--- src/rtl/cr_fifo_rd_pipe.sv ---
// Two-entry skid buffer that pops a source FIFO and presents beats on a
// valid/ready output, counting every accepted beat.
module cr_fifo_rd_pipe #(
    parameter int N_DATA_BITS = 64,
    parameter int N_CNT_BITS  = 32
) (
    input  logic                   clk,
    input  logic                   rst_n,
    input  logic                   clear,
    input  logic                   fifo_empty,
    input  logic [N_DATA_BITS-1:0] fifo_rdata,
    output logic                   fifo_ren,
    output logic                   out_valid,
    output logic [N_DATA_BITS-1:0] out_data,
    input  logic                   out_ready,
    output logic [1:0]             occ,
    output logic [N_CNT_BITS-1:0]  xfer_cnt
);

    typedef enum logic [1:0] {
        ST_EMPTY = 2'd0,
        ST_ONE   = 2'd1,
        ST_TWO   = 2'd2
    } state_t;

    state_t                 state_q, state_d;
    logic [N_DATA_BITS-1:0] head_q, head_d;
    logic [N_DATA_BITS-1:0] tail_q, tail_d;
    logic [N_CNT_BITS-1:0]  cnt_q;
    logic                   run_q;
    logic                   push;
    logic                   pop;

    // run_q holds off the first pop until one edge after reset release, so the
    // source never sees a pop strobe while reset is asserted or being released.
    assign fifo_ren  = run_q & ~fifo_empty & (state_q != ST_TWO) & ~clear;
    assign out_valid = (state_q != ST_EMPTY);
    assign out_data  = head_q;
    assign occ       = state_q;
    assign xfer_cnt  = cnt_q;

    assign push = fifo_ren;
    assign pop  = out_valid & out_ready;

    // NOTE: every always_comb output gets a default first so no path can leave it unassigned and infer a latch.
    always_comb begin
        state_d = state_q;
        head_d  = head_q;
        tail_d  = tail_q;
        if (clear) begin
            state_d = ST_EMPTY;
        end else begin
            unique case (state_q)
                ST_EMPTY: begin
                    if (push) begin
                        state_d = ST_ONE;
                        head_d  = fifo_rdata;
                    end
                end
                ST_ONE: begin
                    if (push && !pop) begin
                        state_d = ST_TWO;
                        tail_d  = fifo_rdata;
                    end else if (pop && !push) begin
                        state_d = ST_EMPTY;
                    end else if (push && pop) begin
                        head_d  = fifo_rdata;
                    end
                end
                ST_TWO: begin
                    if (pop) begin
                        state_d = ST_ONE;
                        head_d  = tail_q;
                    end
                end
                default: state_d = ST_EMPTY;
            endcase
        end
    end

    // NOTE: state registers use non-blocking assignments so every flop samples pre-edge values.
    always_ff @(posedge clk or negedge rst_n) begin
        if (!rst_n) begin
            state_q <= ST_EMPTY;
            head_q  <= '0;
            tail_q  <= '0;
            cnt_q   <= '0;
            run_q   <= 1'b0;
        end else begin
            state_q <= state_d;
            head_q  <= head_d;
            tail_q  <= tail_d;
            run_q   <= 1'b1;
            // A pop coinciding with clear is dropped, not counted.
            if (clear) begin
                cnt_q <= '0;
            end else if (pop) begin
                cnt_q <= cnt_q + {{(N_CNT_BITS-1){1'b0}}, 1'b1};
            end
        end
    end

endmodule
--- config.mk ---
export PLATFORM = sky130hd
export DESIGN_NAME = cr_fifo_rd_pipe
export DESIGN_NICKNAME = d
export VERILOG_FILES = /design/src/rtl/cr_fifo_rd_pipe.sv
export SDC_FILE = /design/constraint.sdc
export NUM_CORES = 1
export LEC_CHECK = 0
export BUFFER_PORTS_ARGS = -buffer_cell sky130_fd_sc_hd__buf_2
export CAP_MARGIN = 20
export CORE_ASPECT_RATIO = 0.5
export CORE_MARGIN = 3
export CORE_UTILIZATION = 45
export CTS_BUF_LIST = sky130_fd_sc_hd__clkbuf_16
export DETAILED_ROUTE_END_ITERATION = 7
export HOLD_SLACK_MARGIN = 0.12
export PLACE_DENSITY_LB_ADDON = 0.08
export SLEW_MARGIN = 20
export SYNTH_ARGS = -nofsm -noshare
export SYNTH_HDL_FRONTEND = slang
export SYNTH_SLANG_ARGS = --single-unit
--- constraint.sdc ---
create_clock -name clk -period 3.4 [get_ports clk]
set_clock_uncertainty 0.05 [all_clocks]
set_input_delay 0.17 -clock clk [delete_from_list [all_inputs] [get_ports clk]]
set_output_delay 0.17 -clock clk [all_outputs]
set_load 0.02 [all_outputs]
=== Word level (Yosys, flattened, before mapping) ===
Cells that the tools add are included.

* Flip-flop bits (word level): 163
* Input bits: 69
* Output and inout port bits: 100
* Logic and storage cells: 49

* Add/sub/neg operators: 1
* Equality and inequality tests: 11
* Muxes and demuxes: 14
* Bitwise gates (word level): 6
* Reductions and logical operators: 12

{| class="wikitable"
|+ Operators with widths
! cell !! count
|-
| 64-bit 2-to-1 mux || 5
|-
| 64-bit one-hot mux with 3 select lines || 1
|-
| 32-bit 2-to-1 mux || 2
|-
| 32-bit by 1-bit adder with 32-bit output (second input constant) || 1
|-
| 2-bit inequality test (second input constant) || 6
|-
| 2-bit 2-to-1 mux || 5
|-
| 7-bit AND reduction || 1
|-
| 3-bit inequality test (second input constant) || 2
|-
| 2-bit one-hot mux with 3 select lines || 1
|-
| 3-bit AND reduction || 2
|-
| 1-bit AND || 4
|-
| 4-bit inequality test (second input constant) || 1
|-
| 2-bit nonzero test || 2
|-
| 1-bit logical AND || 3
|-
| 3-bit nonzero test || 1
|-
| 2-bit by 1-bit equality test with 1-bit output (second input constant) || 1
|-
| 2-bit equality test (second input constant) || 1
|-
| 1-bit logical NOT || 2
|-
| 2-bit logical NOT || 1
|-
| 1-bit inverter || 2
|}

=== Logic depth before layout (Yosys ltp) ===
* Depth in word-level cells: 10
* Depth in mapped cells: 6
* Mapped depth without buffers: 5

=== Worst setup path before layout ===
Ideal clock, no wire load.

* Path kind: register -> register
* Start: reg state_q[1], in the netlist occ[1]
* End: reg head_q[32], in the netlist out_data[32]
* Setup time: 125 ps
* Data arrival time: 2110 ps
* Required time: 3225 ps
* Setup slack: 1115 ps
* Stages on the path, launching flop included: 7
* Path buffers: 3
* Period minus slack after synthesis: 2285 ps
* Path through: dfrtp_1 buf_2 nor2b_1 buf_1 clkbuf_1 mux2_2 mux2_2

* Cells in the longest elaborated chain, start to end: 7

{| class="wikitable"
|+ RTL lines
! element !! RTL line !! source
|-
| from (decl) || 26 || <nowiki>state_t state_q, state_d;</nowiki>
|-
| from (signal assigned) || 90 || <nowiki>state_q <= state_d;</nowiki>
|-
| 2-bit inequality test || 36 || <nowiki>assign fifo_ren = run_q & ~fifo_empty & (state_q != ST_TWO) & ~clear;</nowiki>
|-
| 1-bit AND (2 in a row) || 36 ||
|-
| 1-bit logical NOT || 64 || <nowiki>end else if (pop && !push) begin</nowiki>
|-
| 1-bit logical AND || 64 ||
|-
| 2-bit inequality test (no line) || -- ||
|-
| 7-bit AND reduction (no line) || -- ||
|-
| to (signal assigned) || 85 || <nowiki>head_q <= '0;</nowiki>
|-
| to (signal assigned) || 91 || <nowiki>head_q <= head_d;</nowiki>
|-
| to (decl) || 27 || <nowiki>logic [N_DATA_BITS-1:0] head_q, head_d;</nowiki>
|}

Several ways; a longest one is shown, not always the timed one.
A chain may end at the register's enable or synchronous reset.

=== Worst setup path after layout ===
* Start: reg state_q[1], in the netlist occ[1]
* End: reg head_q[53], in the netlist out_data[53]

Same word-level chain as after synthesis.

==> metrics.txt <==
die height 96.7 um; CTS tree built; post-placement cell count 912; row cnt 32; first-pass GRT wire length 27,400 um; ranking of synthesized cells by area dfrtp_1 55%, mux2_2 29%, or4_1 1.5%, a21oi_1 1.4%, o31ai_1 1.1%; Max Fclk 396 MHz; Critical Path Start Type flip-flop; Fill cells 1,280; Slew Limit Fails 0; post-layout min period 2.52 ns; status finished clean; H-tree levels 4; setup tns final 0 ns; total track usage 18.5%; IO Pins 169; drt via density 5.12; Yosys top cell area share 55.1%; Worst EP required 3.64 ns; final setup vio count 0; Critical Path Fanout Max 21; wire per inst 15.9 um; full die area 0.0181 mm^2; wirelength, routed 16,000 um; dpl ws 0.826 ns; ANT cells 0; initial drt markers 154; gpl congestion 0.767; DPL Wire Length 10,300 um; total number of yosys warnings 0; initial cell density of the core 47.0%; Worst Slack Setup Final 0.876 ns; leakage 4.43 nW; ys flop type dfrtp_1; worst-margin pin slew 0.932 ns; Fin Hold WS 0.187 ns; DIE WIDTH 187 um; layout cells sized above 1 51.9%; CTS sink cnt 163; Unique masters post-synth 41; Inserted Clock Buffers 17; synthesized area 0.00740 mm^2; final hold violations 0; CORE AREA 0.0157 mm^2; CP Class flip-flop to flip-flop; flops & latches, synth 163; maximum VDD drop 0.000361 V; top cell type by total area after synthesis dfrtp_1; Clock Latency Late Sink 0.41 ns; area grow syn2layout 30.8%; min-delay worst type primary input to flip-flop; remaining antenna violation count after routing 0; Worst Setup End Kind flip-flop; drc violations 0; pin count of the biggest net entering global routing 101; Arr. time, crit path 2.77 ns; root buf cell clkbuf_16; vias 5,162; RSZ-0062 raised after global routing no; Nets 845; number of port buffers 168; average size of a mapped cell 13.5 um^2; vias in the first global route 5,396; most numerous cell in the Yosys netlist mux2_2; post-synthesis cell count 547; pwr dens 555 mW/mm^2; Slew headroom 37.9%; post_cts resized 0; Async SR Flop Fraction 100%; Commonest cells post-synth 193 x mux2_2, 163 x dfrtp_1, 20 x a21oi_1; clk slew on worst S/H paths 0.06 ns; initial antenna violation count 0; dpl cell area 0.00845 mm^2; First-pass DRT Iterations 4; Post-synth EDFFs 0; total congestion overflow 0; Longest Clk Path Bufs 2; Layout Cells excl Fill 1,009; sequential cell area fraction in the yosys report 55.1%; final worst path period share 74.2%; Max Cap Viol 0; internal reg-to-reg setup slack 0.88 ns; Post-Syn Nets 617; design area 0.00968 mm^2
==> cells in the final DEF (no fill, tap or decap), types with 4 or more instances in the layout <==
cell type	Yosys	routed
o21ai_0	5	5
nor4_1	4	4
nand4_1	9	9
o31ai_1	11	11
buf_2	10	167
dfrtp_1	163	163
inv_6	0	5
xnor2_1	7	7
nand3_1	6	6
a21oi_1	20	20
buf_4	0	4
or3_1	7	7
dlygate4sd3_1	0	65
or4_1	15	15
nor2_1	19	19
clkbuf_16	0	17
mux2_2	193	193
nand2_1	19	19
xor2_1	4	4
==> power by group <==
group | total, W | internal [W] | leakage [nW] | switching, W
clock | 0.00190 | 0.00109 | 0.282 | 0.000813
sequential | 0.00244 | 0.00227 | 2.08 | 0.000171
combinational | 0.00102 | 0.000508 | 2.07 | 0.000516
==> logic make-up after synthesis <==
logic type                 count (synthesis)  synth area share [%]
and+or+nand+nor                           99                  7.53
xor gates and xnor gates                  11                  1.30
DFF                                      163                  55.1
other                                      1                0.0507
buffers and inverters                     33                  2.45
adders and majority gates                  1                 0.169
AOI/OAI and AO/OA                         45                  3.86
muxes                                    194                  29.5
==> routing by layer <==
metal	vias up	global-route usage [%]	routed length (um)
met4	0	4.00	102
met2	111	31.1	7780
met3	8	5.18	813
li1	2447	-	-
met1	2596	24.0	7330
met5	-	0	0
==> layout make-up <==
cell class,instances,area (um^2),area share (%)
Clock buffer,17,425,4.40
Clock inverter,15,154,1.59
Inverter,2,7.51,0.0776
Multi-Input combinational cell,351,3150,32.5
Sequential cell,163,4080,42.1
Tap cell,221,277,2.86
Timing Repair Buffer,240,1590,16.4
==> flip-flops by register name, summed over array words and instances (netlist names) <==
signal / cells
xfer_cnt: 32
occ: 2
tail_q: 64
out_data: 64
run_q: 1
==> through the flow <==
step           total power, W  util [%]
2_1_floorplan         0.00307         -
3_3_place_gp          0.00343      53.7
3_5_place_dp          0.00346      53.7
4_1_cts               0.00546      61.5
5_1_grt               0.00565      61.5
6_report              0.00537      61.5
==> repair_timing <==
item	CTS	global route
hold buffers	65	0
endpoints found under the hold margin	227	0
buffers inserted	0	0
==> path summary, 6_finish.rpt <==
check | start | to | cells past startpoint
setup / recovery | occ[1] | out_data[53] | 5
hold / removal | out_ready | occ[0] | 4
setup reg to reg | occ[1] | out_data[53] | 5
hold reg to reg | tail_q[42] | tail_q[42] | 1
max in group asynchronous | rst_n | tail_q[33] | 3
min in group asynchronous | rst_n | xfer_cnt[8] | 2
==> worst max-delay path, cell delays in order, from the launching register on <==
cell and delay (ns):
dfrtp_1 0.48, or3b_2 0.52, a21o_1 0.21, a21oi_4 0.40
buf_4 0.38, mux2_2 0.37
(Power assumes the default switching activity.)
